**config.mk**
```make
export PLATFORM = sky130hd
export DESIGN_NAME = int_priority_ctrl
export DESIGN_NICKNAME = d
export VERILOG_FILES = /design/src/rtl/int_priority_ctrl_pkg.sv /design/src/rtl/int_priority_ctrl_prio_enc.sv /design/src/rtl/int_priority_ctrl.sv
export SDC_FILE = /design/constraint.sdc
export NUM_CORES = 1
export LEC_CHECK = 0
export ABC_AREA = 1
export ABC_CLOCK_PERIOD_IN_PS = 1500
export BUFFER_PORTS_ARGS = -buffer_cell sky130_fd_sc_hd__buf_4
export CAP_MARGIN = 10
export CORE_AREA = 2 2 50 52
export DETAILED_ROUTE_END_ITERATION = 7
export DIE_AREA = 0 0 52 54
export PLACE_DENSITY = 0.77
export RECOVER_POWER = 100
export SLEW_MARGIN = 20
export SYNTH_ARGS = -nofsm -noshare
export SYNTH_HDL_FRONTEND = slang
export SYNTH_SLANG_ARGS = --single-unit
```
**constraint.sdc**
```tcl
create_clock -name i_clk -period 1.5 [get_ports i_clk]
set_input_delay 0.225 -clock i_clk [delete_from_list [all_inputs] [get_ports i_clk]]
set_output_delay 0.225 -clock i_clk [all_outputs]
set_load 0.1 [all_outputs]
```
**src/rtl/int_priority_ctrl_pkg.sv**
```systemverilog
// Shared constants for the interrupt priority controller.
// Holds the controller FSM state encoding and the PC next-source select codes.
// PC_NEXTX_NEXT and the branch/jump/return codes are the pre-existing PC mux
// selects; INTV (jump to vector) and INTR (interrupt return) are the new ones.
package int_priority_ctrl_pkg;

  localparam int unsigned PC_NEXTX_W = 3;

  localparam logic [PC_NEXTX_W-1:0] PC_NEXTX_NEXT = 3'd0;
  localparam logic [PC_NEXTX_W-1:0] PC_NEXTX_BR   = 3'd1;
  localparam logic [PC_NEXTX_W-1:0] PC_NEXTX_JMP  = 3'd2;
  localparam logic [PC_NEXTX_W-1:0] PC_NEXTX_RET  = 3'd3;
  localparam logic [PC_NEXTX_W-1:0] PC_NEXTX_INTV = 3'd4;
  localparam logic [PC_NEXTX_W-1:0] PC_NEXTX_INTR = 3'd5;

  typedef enum logic [1:0] {
    INT_STATE_RUN  = 2'd0,
    INT_STATE_VEC  = 2'd1,
    INT_STATE_RETI = 2'd2
  } int_state_e;

endpackage

```
**src/rtl/int_priority_ctrl_prio_enc.sv**
```systemverilog
// Lowest-set-bit priority encoder.
// Ports:
//   i_vec   - input bit vector, bit 0 has highest priority
//   o_idx   - index of the lowest set bit (0 when none set)
//   o_valid - at least one bit of i_vec is set
module int_prio_enc #(
  parameter int unsigned WIDTH = 4,
  parameter int unsigned IDX_W = (WIDTH > 1) ? $clog2(WIDTH) : 1
) (
  input  logic [WIDTH-1:0] i_vec,
  output logic [IDX_W-1:0] o_idx,
  output logic             o_valid
);

  always_comb begin
    o_idx = '0;
    // Scan downwards so the lowest set bit is the last one written.
    for (int i = WIDTH - 1; i >= 0; i--) begin
      if (i_vec[i]) begin
        o_idx = IDX_W'(i);
      end
    end
  end

  assign o_valid = |i_vec;

endmodule

```
**src/rtl/int_priority_ctrl.sv**
```systemverilog
// Nested priority interrupt controller.
// Captures request edges into pending bits every clock, and on each instruction
// commit decides between interrupt return, vectoring to the highest-priority
// eligible channel, or normal sequencing. All decisions appear on the outputs
// one commit later.
// Ports:
//   i_clk, i_reset_n - clock, asynchronous active-low reset
//   i_commit         - instruction-commit strobe; gates everything but pending capture
//   i_retix          - RETI instruction decoded
//   i_eix / i_dix    - enable / disable global interrupts
//   i_imask_ld       - load channel mask from i_imask_in
//   i_int_req        - raw request lines
//   o_pc_nextx       - PC next-source select
//   o_pc_ld_int      - one-hot save-return-PC strobe
//   o_int_idx        - channel index qualifying the vector/return codes
//   o_in_service     - in-service bitmap
//   o_int_active     - any channel in service
module int_priority_ctrl
  import int_priority_ctrl_pkg::*;
#(
  parameter int unsigned NUM_INT = 4,
  parameter bit          NMI_EN  = 1'b1,
  parameter int unsigned IDX_W   = $clog2(NUM_INT)
) (
  input  logic                  i_clk,
  input  logic                  i_reset_n,
  input  logic                  i_commit,
  input  logic                  i_retix,
  input  logic                  i_eix,
  input  logic                  i_dix,
  input  logic                  i_imask_ld,
  input  logic [NUM_INT-1:0]    i_imask_in,
  input  logic [NUM_INT-1:0]    i_int_req,
  output logic [PC_NEXTX_W-1:0] o_pc_nextx,
  output logic [NUM_INT-1:0]    o_pc_ld_int,
  output logic [IDX_W-1:0]      o_int_idx,
  output logic [NUM_INT-1:0]    o_in_service,
  output logic                  o_int_active
);

  int_state_e         r_state;
  logic [NUM_INT-1:0] r_req_smp;
  logic [NUM_INT-1:0] r_pend;
  logic               r_ei;
  logic [NUM_INT-1:0] r_mask;
  logic [NUM_INT-1:0] r_pc_ld_int;
  logic [IDX_W-1:0]   r_int_idx;
  logic [NUM_INT-1:0] r_in_service;

  int_state_e         w_state_d;
  logic [NUM_INT-1:0] w_pc_ld_d;
  logic [IDX_W-1:0]   w_int_idx_d;
  logic [NUM_INT-1:0] w_in_service_d;
  logic [NUM_INT-1:0] w_pend_clr;
  logic [NUM_INT-1:0] w_elig;
  logic [IDX_W-1:0]   w_elig_idx;
  logic               w_elig_vld;
  logic [IDX_W-1:0]   w_svc_idx;
  logic               w_svc_vld;

  // A channel is eligible only if nothing at its own or higher priority is in
  // service, so an in-service channel cannot re-enter and equal priority never preempts.
  always_comb begin
    logic blocked;
    blocked = 1'b0;
    w_elig  = '0;
    for (int i = 0; i < NUM_INT; i++) begin
      blocked   = blocked | r_in_service[i];
      w_elig[i] = r_pend[i] & ((r_mask[i] & r_ei) | ((i == 0) & NMI_EN)) & ~blocked;
    end
  end

  int_prio_enc #(
    .WIDTH (NUM_INT),
    .IDX_W (IDX_W)
  ) u_elig_enc (
    .i_vec   (w_elig),
    .o_idx   (w_elig_idx),
    .o_valid (w_elig_vld)
  );

  int_prio_enc #(
    .WIDTH (NUM_INT),
    .IDX_W (IDX_W)
  ) u_svc_enc (
    .i_vec   (r_in_service),
    .o_idx   (w_svc_idx),
    .o_valid (w_svc_vld)
  );

  // Decision logic; only applied to the registers on a commit.
  always_comb begin
    w_state_d      = INT_STATE_RUN;
    w_pc_ld_d      = '0;
    w_int_idx_d    = r_int_idx;
    w_in_service_d = r_in_service;
    w_pend_clr     = '0;
    if (i_retix && w_svc_vld) begin
      w_state_d                 = INT_STATE_RETI;
      w_int_idx_d               = w_svc_idx;
      w_in_service_d[w_svc_idx] = 1'b0;
    end else if (w_elig_vld) begin
      w_state_d                  = INT_STATE_VEC;
      w_int_idx_d                = w_elig_idx;
      w_in_service_d[w_elig_idx] = 1'b1;
      w_pend_clr[w_elig_idx]     = 1'b1;
      w_pc_ld_d                  = NUM_INT'(1) << w_elig_idx;
    end
  end

  // Edge capture runs every clock; a new edge beats a same-cycle clear.
  always_ff @(posedge i_clk or negedge i_reset_n) begin
    if (!i_reset_n) begin
      r_req_smp <= '0;
      r_pend    <= '0;
    end else begin
      r_req_smp <= i_int_req;
      r_pend    <= (r_pend & ~(i_commit ? w_pend_clr : '0)) | (i_int_req & ~r_req_smp);
    end
  end

  always_ff @(posedge i_clk or negedge i_reset_n) begin
    if (!i_reset_n) begin
      r_state      <= INT_STATE_RUN;
      r_pc_ld_int  <= '0;
      r_int_idx    <= '0;
      r_in_service <= '0;
      r_ei         <= 1'b0;
      r_mask       <= '0;
    end else if (i_commit) begin
      r_state      <= w_state_d;
      r_pc_ld_int  <= w_pc_ld_d;
      r_int_idx    <= w_int_idx_d;
      r_in_service <= w_in_service_d;
      r_ei         <= i_eix ? 1'b1 : (i_dix ? 1'b0 : r_ei);
      if (i_imask_ld) begin
        r_mask <= i_imask_in;
      end
    end
  end

  always_comb begin
    o_pc_nextx = PC_NEXTX_NEXT;
    unique case (r_state)
      INT_STATE_VEC:  o_pc_nextx = PC_NEXTX_INTV;
      INT_STATE_RETI: o_pc_nextx = PC_NEXTX_INTR;
      default:        o_pc_nextx = PC_NEXTX_NEXT;
    endcase
  end

  assign o_pc_ld_int  = r_pc_ld_int;
  assign o_int_idx    = r_int_idx;
  assign o_in_service = r_in_service;
  assign o_int_active = |r_in_service;

endmodule

```
== Word level (Yosys, flattened, before mapping) ==
Cells that the tools add are included.

* $lt $le $gt $ge: 4
* Eq/ne operators: 2
* Shift-type cells: 1
* Muxes and demuxes: 26
* Bitwise gates (word level): 25
* Reduce and logical (&&, ||, !) cells: 10

{| class="wikitable"
|+ Operators by type and width
! cell !! count
|-
| $mux 4 || 7
|-
| $mux 2 || 11
|-
| $and 4x4->4 || 3
|-
| $not 4->4 || 3
|-
| $and 1x1->1 || 10
|-
| $or 4x4->4 || 2
|-
| $reduce_or 4->1 || 2
|-
| $lt 2x3->1 const B || 2
|-
| $pmux 3 s2 || 1
|-
| $reduce_and 2->1 || 3
|-
| $mux 1 || 5
|-
| $demux 1 s2 || 2
|-
| $ge 2x1->1 const B || 2
|-
| $not 1->1 || 4
|-
| $reduce_bool 2->1 || 2
|-
| $shl 1x2->4 const A || 1
|-
| $logic_and 1x1->1 || 3
|-
| $or 1x1->1 || 3
|-
| $eq 2x1->1 const B || 1
|-
| $eq 2x2->1 const B || 1
|}

* Register bits after elaboration: 25
* Word-level logic and storage cells: 76

== Depth between registers and ports, before layout ==
Gate-level depths: netlist of the first run.

* Word-level depth: 19
* Gate-level depth with buffers: 10

== Hierarchy ==
Synthesis of the first run repeated with hierarchy kept, for this count alone.

* Cells, all modules: 145
* Area total of the unflattened synthesis: 1149.9 um^2

{| class="wikitable"
|+ Modules (own cells, without submodules)
! module !! instances !! cells an instance !! area an instance (um^2) !! seq. area each (um^2)
|-
| int_priority_ctrl || 1 || 127 || 1057.3 || 600.6
|-
| int_prio_enc || 2 || 9 || 46.3 || 0.0
|}

== Worst setup path after synthesis of the first run ==
No wires, ideal clock.

* Path kind: reg2reg
* From: reg r_in_service[0] (netlist: o_in_service[0])
* To: reg r_in_service[3] (netlist: o_in_service[3])
* Data arrival time: 2141 ps
* Path slack: -763 ps
* Cell stages (with the launch flop): 10
* Buffers on the path: 0
* Clock period less this slack: 2263 ps
* Path through: dfrtp_1 > nor2_1 > nand2_2 > nand2_4 > inv_2 > nand3_2 > nor2_1 > nand2_1 > nand2_1 > nand2_1

* Elaborated cells on any way between the ends: 36
* Those cells by class: 4 x order compare; 11 x mux; 14 x bitwise; 7 x reduce/logical

{| class="wikitable"
|+ RTL lines
! what !! RTL line !! source
|-
| start, declared || int_priority_ctrl.sv:48 || <nowiki>logic [NUM_INT-1:0] r_in_service;</nowiki>
|-
| start signal, assigned || int_priority_ctrl.sv:134 || <nowiki>r_in_service <= w_in_service_d;</nowiki>
|-
| $reduce_or 4->1 (*) || -- ||
|-
| net o_int_active || int_priority_ctrl.sv:38 || <nowiki>output logic o_int_active</nowiki>
|-
| $logic_and 1x1->1 (*) || int_priority_ctrl.sv:98 || <nowiki>if (i_retix && w_svc_vld) begin</nowiki>
|-
| $reduce_bool 2->1 (no line) || -- ||
|-
| $reduce_and 2->1 (no line) || -- ||
|}

The timed path passes the listed nets; every way through them passes the cells marked *. The select of a mux whose other input is x is not followed.
A chain may end at the register's enable or synchronous reset.

== Final worst setup path of the first run ==
* From: reg r_in_service[1] (netlist: o_in_service[1])
* To: out o_int_active

* Longest elaborated chain between the ends: 1

{| class="wikitable"
|+ Ends and longest elaborated chain
! what !! RTL line !! source
|-
| $reduce_or 4->1 || int_priority_ctrl.sv:154 || <nowiki>assign o_int_active = |r_in_service;</nowiki>
|-
| end, declared || int_priority_ctrl.sv:38 ||
|}

Every way passes these cells.

==> results.json, run 1 <==
{
  "route.detailed.drc": 0,
  "viasPerCell": 4.77,
  "syn_avg_cell_area_sq_um": 8.69,
  "syn_inst": 126,
  "finish.net_count": 179,
  "cap_viol_max_count": 0,
  "worstSetupEndpointType": "output pin",
  "grt_max_degree": 25,
  "dp.cells": 182,
  "min_period_ns": 1.47,
  "drv_slew": 0,
  "final.setup.worst_slack_ns": 0.0324,
  "die_h_microns": 54,
  "track_usage_pct": 17.7,
  "pre_cts_slack_ns": 0.0562,
  "max_slew_margin_pct": 62.6,
  "vias": 912,
  "syn-num-nets": 142,
  "crit_chain": "nor2_4 -> nand2_8 -> buf_12",
  "regArea_sq_um": 616,
  "clkSlewWorstSetupHoldPaths_ns": 0.12,
  "multiInputGateArea_sq_um": 505,
  "fillers": 185,
  "clock_path_buffers": 2,
  "finalHoldViolCount": 0,
  "firstDrtPassIters": 4,
  "die_area_sq_um": 2810,
  "setup_viol": 0,
  "clock_latency_ns": 0.31,
  "initial_core_util_pct": 47.2,
  "max_stage_delay_ns": 0.52,
  "gp_congestion": 0.877,
  "cp_slowest_cell": "dfrtp_4",
  "rows": 18,
  "core_area_sq_um": 2320,
  "path_class": "reg2out",
  "ys_ff_latch": 24,
  "r2r-end": "o_int_idx[0]$_DFFE_PN0P_",
  "grt_remaining_overflow": 0,
  "crit_arrival_ns": 1.24,
  "fin_cells": 191,
  "htree_num_levels": 1,
  "pin_count": 29,
  "yosys_warnings": 0,
  "grt_setup_unrepaired": "yes",
  "syn_area_sq_um": 1090,
  "r2r_cells": 10,
  "wl_per_cell_microns": 11.2,
  "cp_top_family": "flip-flops",
  "die_w_microns": 52,
  "worstPathMaxFanout": 4,
  "skew_ns": 0.000981,
  "antenna_cells": 0,
  "cts.sinks": 24,
  "path_depth": 3,
  "ant_nets": 0,
  "min_path_type": "in2reg",
  "antenna_found_initial": 0,
  "design_area_sq_um": 1530,
  "dpl.hpwl_microns": 1610,
  "reg2reg_slack_ns": 0.05,
  "startpoint": "o_in_service[1]$_DFFE_PN0P_",
  "layout-drive-gt1-share_pct": 44.1,
  "ys_seq_area_share_pct": 54.9,
  "timing.critical_path.buf_inv": 1,
  "startpoint_type": "register",
  "worstMarginPinSlew_ns": 0.561,
  "period_share_pct": 97.8,
  "cts_root_buffer": "clkbuf_4",
  "routed_wl_microns": 2130,
  "crit_end": "o_int_active",
  "synth.distinct_cells": 22,
  "syn2layout_area_growth_pct": 39.3,
  "fin_setup_tns_ns": 0,
  "grt_pass1_wl_microns": 3590,
  "dpl-instance-area_sq_um": 1380,
  "status": "finished clean",
  "grt_pass1_vias": 871,
  "fmax_mhz": 681,
  "final_common_cell": "nand2_1",
  "initialDrtViolationCount": 7,
  "cts_tree": "built",
  "mostFrequentLayoutCells": "36 x nand2_1, 20 x dfrtp_1, 16 x buf_4, 11 x inv_1, 9 x nand3_1",
  "cts_inserted_buffers": 3,
  "r2r-start": "o_in_service[1]$_DFFE_PN0P_",
  "cp.required_ns": 1.27,
  "io_buffers": 26
}
-- worst min-delay path by stage --
stage	cells after the start	startpoint	endpoint
6_report	1	i_int_req[3]	r_req_smp[3]$_DFF_PN0_
5_1_grt	1	i_int_req[1]	r_req_smp[1]$_DFF_PN0_
4_1_cts	1	i_int_req[0]	r_req_smp[0]$_DFF_PN0_
3_5_place_dp	1	i_reset_n	o_pc_ld_int[2]$_DFFE_PN0P_
3_3_place_gp	1	i_reset_n	r_pend[2]$_DFF_PN0_
2_1_floorplan	0	i_reset_n	o_int_idx[0]$_DFFE_PN0P_
-- synth_stat cells (all sizes together) --
library cell | number | area share, %
nand3 | 11 | 5.5
ha | 1 | 1.1
mux2 | 3 | 3.1
nand2 | 47 | 18
inv | 18 | 6.2
o21ai | 5 | 2.3
nand4 | 1 | 0.57
buf | 2 | 1.7
nor2 | 10 | 4.3
o22ai | 1 | 0.57
dfrtp | 24 | 55
a22o | 1 | 0.80
conb | 1 | 0.34
a21oi | 1 | 0.46
-- timing repair --
| item | in CTS | in global routing |
|---|---|---|
| pin swaps | 2 | 10 |
| setup endpoints to repair | 2 | 10 |
| hold endpoints to repair | 24 | 1 |
| gates resized for setup | 7 | 18 |
| setup buffers | 2 | 2 |
| hold buffers | 1 | 1 |
-- flip-flops by register name, indices dropped and copies added (netlist names) --
signal,cells
o_pc_ld_int,4
r_state,2
r_mask,3
r_pend,4
o_in_service,4
o_int_idx,2
r_ei,1
r_req_smp,4
-- per-stage QoR --
step                      hold slack, ns  utilization, %
final                             0.0243            65.7
after global routing              0.0259            65.7
after CTS                         0.0119            63.1
after detailed placement           0.138            59.4
after global placement             0.130            59.4
after floorplan                  -0.0706               -
-- final cells by class --
cell class              count  share of cell area, %
well taps                  30                   2.46
multi-input cells          82                   33.1
repair buffers             34                   18.0
flip-flops and latches     24                   40.4
inverters                  18                   4.59
clock buffers               3                   1.48
-- cell families after synthesis --
logic type,share of synthesized area [%]
muxes,3.09
adders and majority gates,1.14
and+or+nand+nor,28.6
other,0.343
AOI/OAI and AO/OA,4.11
buffers and inverters,7.89
DFF,54.9
-- metal layers --
layer	wire length [microns]	track usage (%)	up-vias
li1	-	-	461
met1	882	19.2	424
met2	1120	32.7	22
met3	99	3.61	5
met4	36	8.33	0
met5	0	0	-
Power of run 1 is not shown: default switching activity piles up to over one toggle a cycle in this logic, so the estimate is an artifact.
==> run 2: changes to the inputs <==
- CORE_AREA: 2 2 50 52 -> 2 2 51 53
- DIE_AREA: 0 0 52 54 -> 0 0 53 55
- SYNTH_HIERARCHICAL: not set -> 1
==> run 2 against run 1 <==
Effect of this change: the run now ends with negative setup slack left; final cell count grew 15%; non-clock buffer count grew 8; first-iteration DRC count grew to 6.6 times the previous value; critical path depth grew 8; register-to-register slack lost 0.34 ns; wire length grew 30%; sequential cell count is the same; clock skew grew 0.00074 ns; sequential share of layout area shrank 2.9 points; synthesized cell count grew 15%; cell area grew 7.3%.
==> results.json, run 2 <==
{
  "cts_root_buffer": "clkbuf_4",
  "cp.required_ns": 1.71,
  "dpl-instance-area_sq_um": 1490,
  "routed_wl_microns": 2770,
  "yosysMostFrequentCell": "nand2_1",
  "dpl.hpwl_microns": 1980,
  "min_to": "r_req_smp[0]$_DFF_PN0_",
  "worstSetupEndpointType": "register",
  "die_w_microns": 53,
  "min_period_ns": 1.79,
  "yosys-top-cells-area": "dfrtp_1 52%, nand2_1 13%, inv_1 7.2%, nor2_1 5.9%, o21ai_0 3.9%",
  "design_area_sq_um": 1640,
  "antenna_cells": 0,
  "ys_ff_latch": 24,
  "vias": 1090,
  "die_h_microns": 55,
  "gp_congestion": 0.856,
  "grt_setup_unrepaired": "yes",
  "p_leak_uw": 0.000827,
  "reg2reg_slack_ns": -0.29,
  "syn-num-nets": 161,
  "worstMarginPinSlew_ns": 0.594,
  "final.setup.worst_slack_ns": -0.289,
  "max_stage_delay_ns": 0.51,
  "yosys.area.top_type": "dfrtp_1",
  "io_buffers": 26,
  "initialDrtViolationCount": 46,
  "synth_top_cell_area_share_pct": 52.2,
  "r2r-end": "r_pend[0]$_DFF_PN0_",
  "max_slew_margin_pct": 60.4,
  "syn_inst": 145,
  "hold_depth": 1,
  "cap_viol_max_count": 0,
  "grt_remaining_overflow": 0,
  "cts_tree": "built",
  "p_per_area_nw_per_um2": 2410,
  "worstPathMaxFanout": 4,
  "path_depth": 11,
  "clock_path_buffers": 2,
  "r2r_cells": 11,
  "core_area_sq_um": 2360,
  "initial_core_util_pct": 48.6,
  "cp_slowest_cell": "dfrtp_4",
  "ir_drop_mv": 1.64,
  "grt_pass1_wl_microns": 4420,
  "wl_per_cell_microns": 12.6,
  "violations": "negative setup slack",
  "crit_chain": "nor2_4 -> nand2_2 -> or2_4 -> nor2_4 -> inv_2 -> nand4_1 -> nand2_1 -> inv_1 -> nand3_2 -> nand2_1 -> o21ai_1",
  "synth_flop_cell": "dfrtp_1",
  "antenna_found_initial": 0,
  "layout-drive-gt1-share_pct": 43.4,
  "period_share_pct": 119,
  "pre_cts_slack_ns": -0.275,
  "syn_area_sq_um": 1150,
  "min_path_type": "in2reg",
  "track_usage_pct": 21.4,
  "startpoint_type": "register",
  "clkSlewWorstSetupHoldPaths_ns": 0.13,
  "rows": 18,
  "clock_latency_ns": 0.31,
  "fmax_mhz": 559,
  "skew_ns": 0.00172,
  "path_class": "reg2reg",
  "finish.net_count": 206,
  "finalHoldViolCount": 0,
  "ant_nets": 0,
  "firstDrtPassIters": 4,
  "syn_avg_cell_area_sq_um": 7.93,
  "yosys_warnings": 6,
  "mostFrequentLayoutCells": "35 x nand2_1, 25 x buf_4, 20 x dfrtp_1, 18 x inv_1, 12 x nor2_1",
  "r2r-start": "o_in_service[0]$_DFFE_PN0P_",
  "timing.critical_path.buf_inv": 2,
  "synth_edf_count": 0,
  "route.detailed.drc": 0,
  "grt_max_degree": 25,
  "status": "finished, violations left",
  "hold_start": "i_int_req[0]",
  "syn2layout_area_growth_pct": 42.3,
  "cts_inserted_buffers": 3,
  "yosys-top-cells-count": "40 x nand2_1, 24 x dfrtp_1, 22 x inv_1, 18 x nor2_1, 9 x o21ai_0",
  "ys_seq_area_share_pct": 52.2,
  "synth.distinct_cells": 20,
  "synthArstFlopShare_pct": 100,
  "cp_top_family": "simple AND/OR/NAND/NOR gates",
  "viasPerCell": 4.98,
  "setup_viol": 16,
  "pin_count": 29,
  "final_common_cell": "nand2_1",
  "cts.sinks": 24,
  "grt_pass1_vias": 983,
  "crit_arrival_ns": 2.00,
  "drv_slew": 0,
  "htree_num_levels": 1,
  "die_area_sq_um": 2920
}
## run 2: cell count changes after synthesis, sizes merged, moves of 4 or more
cell	change
inv	+8
o21ai	+4
nand2	-5
a21oi	+4
nor2	+8
## run 2: what timing repair did
action	in CTS	in global routing
gates cloned	0	0
hold buffers	1	0
gates resized for setup	16	17
endpoints found under the hold margin	24	0
pin swaps	11	10
setup endpoints to repair	17	19
setup buffers	1	1
## run 2: how the worst max path moves through the flow
| stage | startpoint | to | slack (ns) |
|---|---|---|---|
| finish | o_in_service[0]$_DFFE_PN0P_ | r_pend[0]$_DFF_PN0_ | -0.29 |
| floorplan | o_in_service[0]$_DFFE_PN0P_ | o_in_service[3]$_DFFE_PN0P_ | -0.53 |
| global route | o_in_service[0]$_DFFE_PN0P_ | o_in_service[3]$_DFFE_PN0P_ | -0.39 |
| global placement | o_in_service[0]$_DFFE_PN0P_ | r_pend[3]$_DFF_PN0_ | -0.21 |
| detailed placement | o_in_service[0]$_DFFE_PN0P_ | o_in_service[3]$_DFFE_PN0P_ | -0.28 |
| CTS | o_in_service[0]$_DFFE_PN0P_ | o_in_service[3]$_DFFE_PN0P_ | -0.27 |
## run 2: metal layers
layer	wire length [microns]	global-route usage, %	vias up	part of all wire, %
met1	1190	27.6	511	43
met5	0	0	-	0
met4	27	7.69	0	0.98
li1	-	-	537	-
met3	130	3.49	4	4.7
met2	1420	36.9	38	51
## run 2: where the power goes
part | switching [uW] | internal, uW
sequential | 104 | 828
clock | 191 | 148
combinational | 1870 | 804
total | 2160 | 1780
## run 2: stage by stage
stage / utilization (%) / power (uW) / std cells / setup TNS [ns] / hold slack [ns]
3_5_place_dp: 62.9 / 3280 / 212 / -3.20 / 0.139
6_report: 69.2 / 3940 / 219 / -3.73 / 0.0409
4_1_cts: 67.1 / 3820 / 218 / -3.51 / 0.00891
5_1_grt: 69.2 / 4130 / 219 / -5.19 / 0.0242
3_3_place_gp: 62.9 / 3230 / 212 / -2.38 / 0.134
2_1_floorplan: - / 2620 / 145 / -6.86 / -0.0706
## run 2: kinds of logic after synthesis
| family | Yosys count | synth area share (%) |
|---|---|---|
| simple gates | 75 | 27.5 |
| buf+inv | 28 | 10.1 |
| flops | 24 | 52.2 |
| fa+ha+maj | 1 | 1.09 |
| other cells | 1 | 0.326 |
| compound gates | 16 | 8.70 |
## run 2: cell type report
class / instances / area [sq um]
Fill cell: 191 / 728
Sequential cell: 24 / 613
Multi-Input combinational cell: 93 / 526
Timing Repair Buffer: 42 / 327
Inverter: 26 / 97.6
Tap cell: 30 / 37.5
Clock buffer: 4 / 36.3
(Power assumes the default switching activity.)
==> run 3: changes to the inputs <==
- CORE_AREA: 2 2 51 53 -> 2 2 64 66
- DIE_AREA: 0 0 53 55 -> 0 0 66 68
- PLACE_DENSITY: 0.77 -> 0.54
==> run 3 against run 2 <==
Effect of this change: the run still ends with negative setup slack left; sequential cell count stayed put; global-route usage decreased by 8.3 points; sequential share of layout area fell by 1.8 points; wire length is 3.1% lower; utilization shrank 25 points; largest cell class unchanged; maximum frequency is 0.18% higher; hold slack improved by 0.047 ns.
==> results.json, run 3 (synthesized netlist as in run 2, its figures left out) <==
{
  "skew_ns": 0.00324,
  "fin_cells": 240,
  "track_usage_pct": 13.1,
  "min_to": "r_req_smp[3]$_DFF_PN0_",
  "firstDrtPassIters": 4,
  "grt_remaining_overflow": 0,
  "initialDrtViolationCount": 24,
  "grt_pass1_wl_microns": 4550,
  "dpl.hpwl_microns": 2090,
  "grt_max_degree": 25,
  "layout-drive-gt1-share_pct": 44.2,
  "pre_cts_slack_ns": -0.293,
  "startpoint_type": "register",
  "rows": 23,
  "status": "finished, violations left",
  "cts.sinks": 24,
  "power.switching_uw": 2170,
  "final.setup.worst_slack_ns": -0.286,
  "holdWs_ns": 0.0881,
  "clock_latency_ns": 0.27,
  "mostFrequentLayoutCells": "36 x nand2_1, 23 x buf_4, 20 x inv_1, 20 x dfrtp_1, 10 x nor2_1",
  "clkPwrFrac_pct": 13.8,
  "cts_tree": "built",
  "dp.cells": 233,
  "worstSetupEndpointType": "register",
  "r2r-start": "o_in_service[1]$_DFFE_PN0P_",
  "violations": "negative setup slack",
  "die_w_microns": 66,
  "initial_core_util_pct": 29.8,
  "r2r-end": "r_pend[0]$_DFF_PN0_",
  "p_leak_uw": 0.000850,
  "fmax_mhz": 560,
  "drv_slew": 0,
  "switching_share_pct": 52.3,
  "worstPathMaxFanout": 4,
  "grt_pass1_vias": 1062,
  "max_slew_margin_pct": 60.3,
  "ir_drop_mv": 1.17,
  "routed_wl_microns": 2680,
  "wl_per_cell_microns": 11.2,
  "setup_viol": 16,
  "crit_arrival_ns": 1.95,
  "fin_setup_tns_ns": -3.78,
  "io_buffers": 26,
  "ant_nets": 0,
  "finish.net_count": 207,
  "syn2layout_area_growth_pct": 49.6,
  "vias": 1051,
  "pin_count": 29,
  "cap_viol_max_count": 0,
  "gp_congestion": 0.894,
  "p_per_area_nw_per_um2": 2420,
  "final_common_cell": "nand2_1",
  "min_path_type": "in2reg",
  "cts_inserted_buffers": 3,
  "worstMarginPinSlew_ns": 0.596,
  "die_area_sq_um": 4490,
  "min_period_ns": 1.79,
  "hold_depth": 1,
  "antenna_found_initial": 0,
  "internal_power_uw": 1980,
  "share_seq_of_total_power_pct": 22.3,
  "hold_start": "i_int_req[3]",
  "clkSlewWorstSetupHoldPaths_ns": 0.09,
  "path_class": "reg2reg",
  "route.detailed.drc": 0,
  "r2r_cells": 11,
  "cts_root_buffer": "clkbuf_8",
  "antenna_cells": 0,
  "die_h_microns": 68,
  "finalHoldViolCount": 0,
  "period_share_pct": 119,
  "core_area_sq_um": 3860,
  "grt_setup_unrepaired": "yes",
  "clock_path_buffers": 2,
  "p_comb_share_pct": 63.9,
  "cp.required_ns": 1.66,
  "viasPerCell": 4.38,
  "reg2reg_slack_ns": -0.29,
  "htree_num_levels": 1
}
## run 3: changes by cell type in the layout (fill, tap and decap cells not counted), moves of 2 or more
cell,previous run,this run
buf_2,3,0
inv_2,8,6
a21oi_2,4,2
clkbuf_8,1,3
nor2_1,12,10
inv_1,18,20
buf_4,25,23
o21ai_2,0,4
o21ai_1,8,3
clkbuf_2,5,7
## run 3: cell type report
cell class | instances | area, sq um
fillers | 396 | 2140
multi-input cells | 93 | 539
inverters | 26 | 97.6
well taps | 50 | 62.6
clock buffers | 3 | 41.3
flip-flops and latches | 24 | 613
clock inverters | 1 | 30.0
repair buffers | 43 | 337
## run 3: through the flow
stage	cell area [sq um]	total power [uW]	utilization, %
finish	1720	4160	44.6
global route	1720	4380	44.6
CTS	1670	4070	43.3
detailed placement	1520	3310	39.4
global placement	1520	3290	39.4
floorplan	1170	2620	-
## run 3: critical path: stages, from the launching register on
cell and delay [ns]:
dfrtp_4 0.49, nor2_4 0.11, nand2_2 0.05, or2_4 0.26, nor2_4 0.10, inv_2 0.06, nand4_1 0.20, nand2_1 0.11
inv_1 0.08, nand3_2 0.08, nand2_1 0.08, o21ai_1 0.06
## run 3: timing repair
item,4_1_cts,5_1_grt
hold buffers,1,0
endpoints found under the setup margin,16,17
endpoints found under the hold margin,24,0
pin swaps,17,9
resized for setup,18,18
buffers inserted,1,1
## run 3: worst max path at each step
stage                                     start                          end  slack [ns]  cells past startpoint
floorplan           o_in_service[0]$_DFFE_PN0P_  o_in_service[3]$_DFFE_PN0P_       -0.53                     10
global placement    o_in_service[0]$_DFFE_PN0P_  o_in_service[1]$_DFFE_PN0P_       -0.23                     11
detailed placement  o_in_service[0]$_DFFE_PN0P_          r_pend[3]$_DFF_PN0_       -0.29                      9
CTS                 o_in_service[1]$_DFFE_PN0P_          r_pend[0]$_DFF_PN0_       -0.30                     11
global route        o_in_service[1]$_DFFE_PN0P_          r_pend[0]$_DFF_PN0_       -0.42                     11
finish              o_in_service[1]$_DFFE_PN0P_          r_pend[0]$_DFF_PN0_       -0.29                     11
## run 3: power by group through the flow
stage / combinational [uW] / sequential, uW / clock (uW)
global route: 2830 / 946 / 609
detailed placement: 2380 / 927 / 0
global placement: 2360 / 922 / 0
CTS: 2570 / 914 / 581
finish: 2650 / 926 / 574
floorplan: 986 / 1640 / 0
## run 3: layer usage
| layer | global-route usage [%] | wire length [microns] | up-vias | part of all wire (%) |
|---|---|---|---|---|
| met3 | 1.97 | 82 | 5 | 3.1 |
| li1 | - | - | 538 | - |
| met2 | 23.6 | 1330 | 18 | 50 |
| met5 | 0 | 0 | - | 0 |
| met1 | 16.5 | 1230 | 490 | 46 |
| met4 | 3.83 | 29 | 0 | 1.1 |
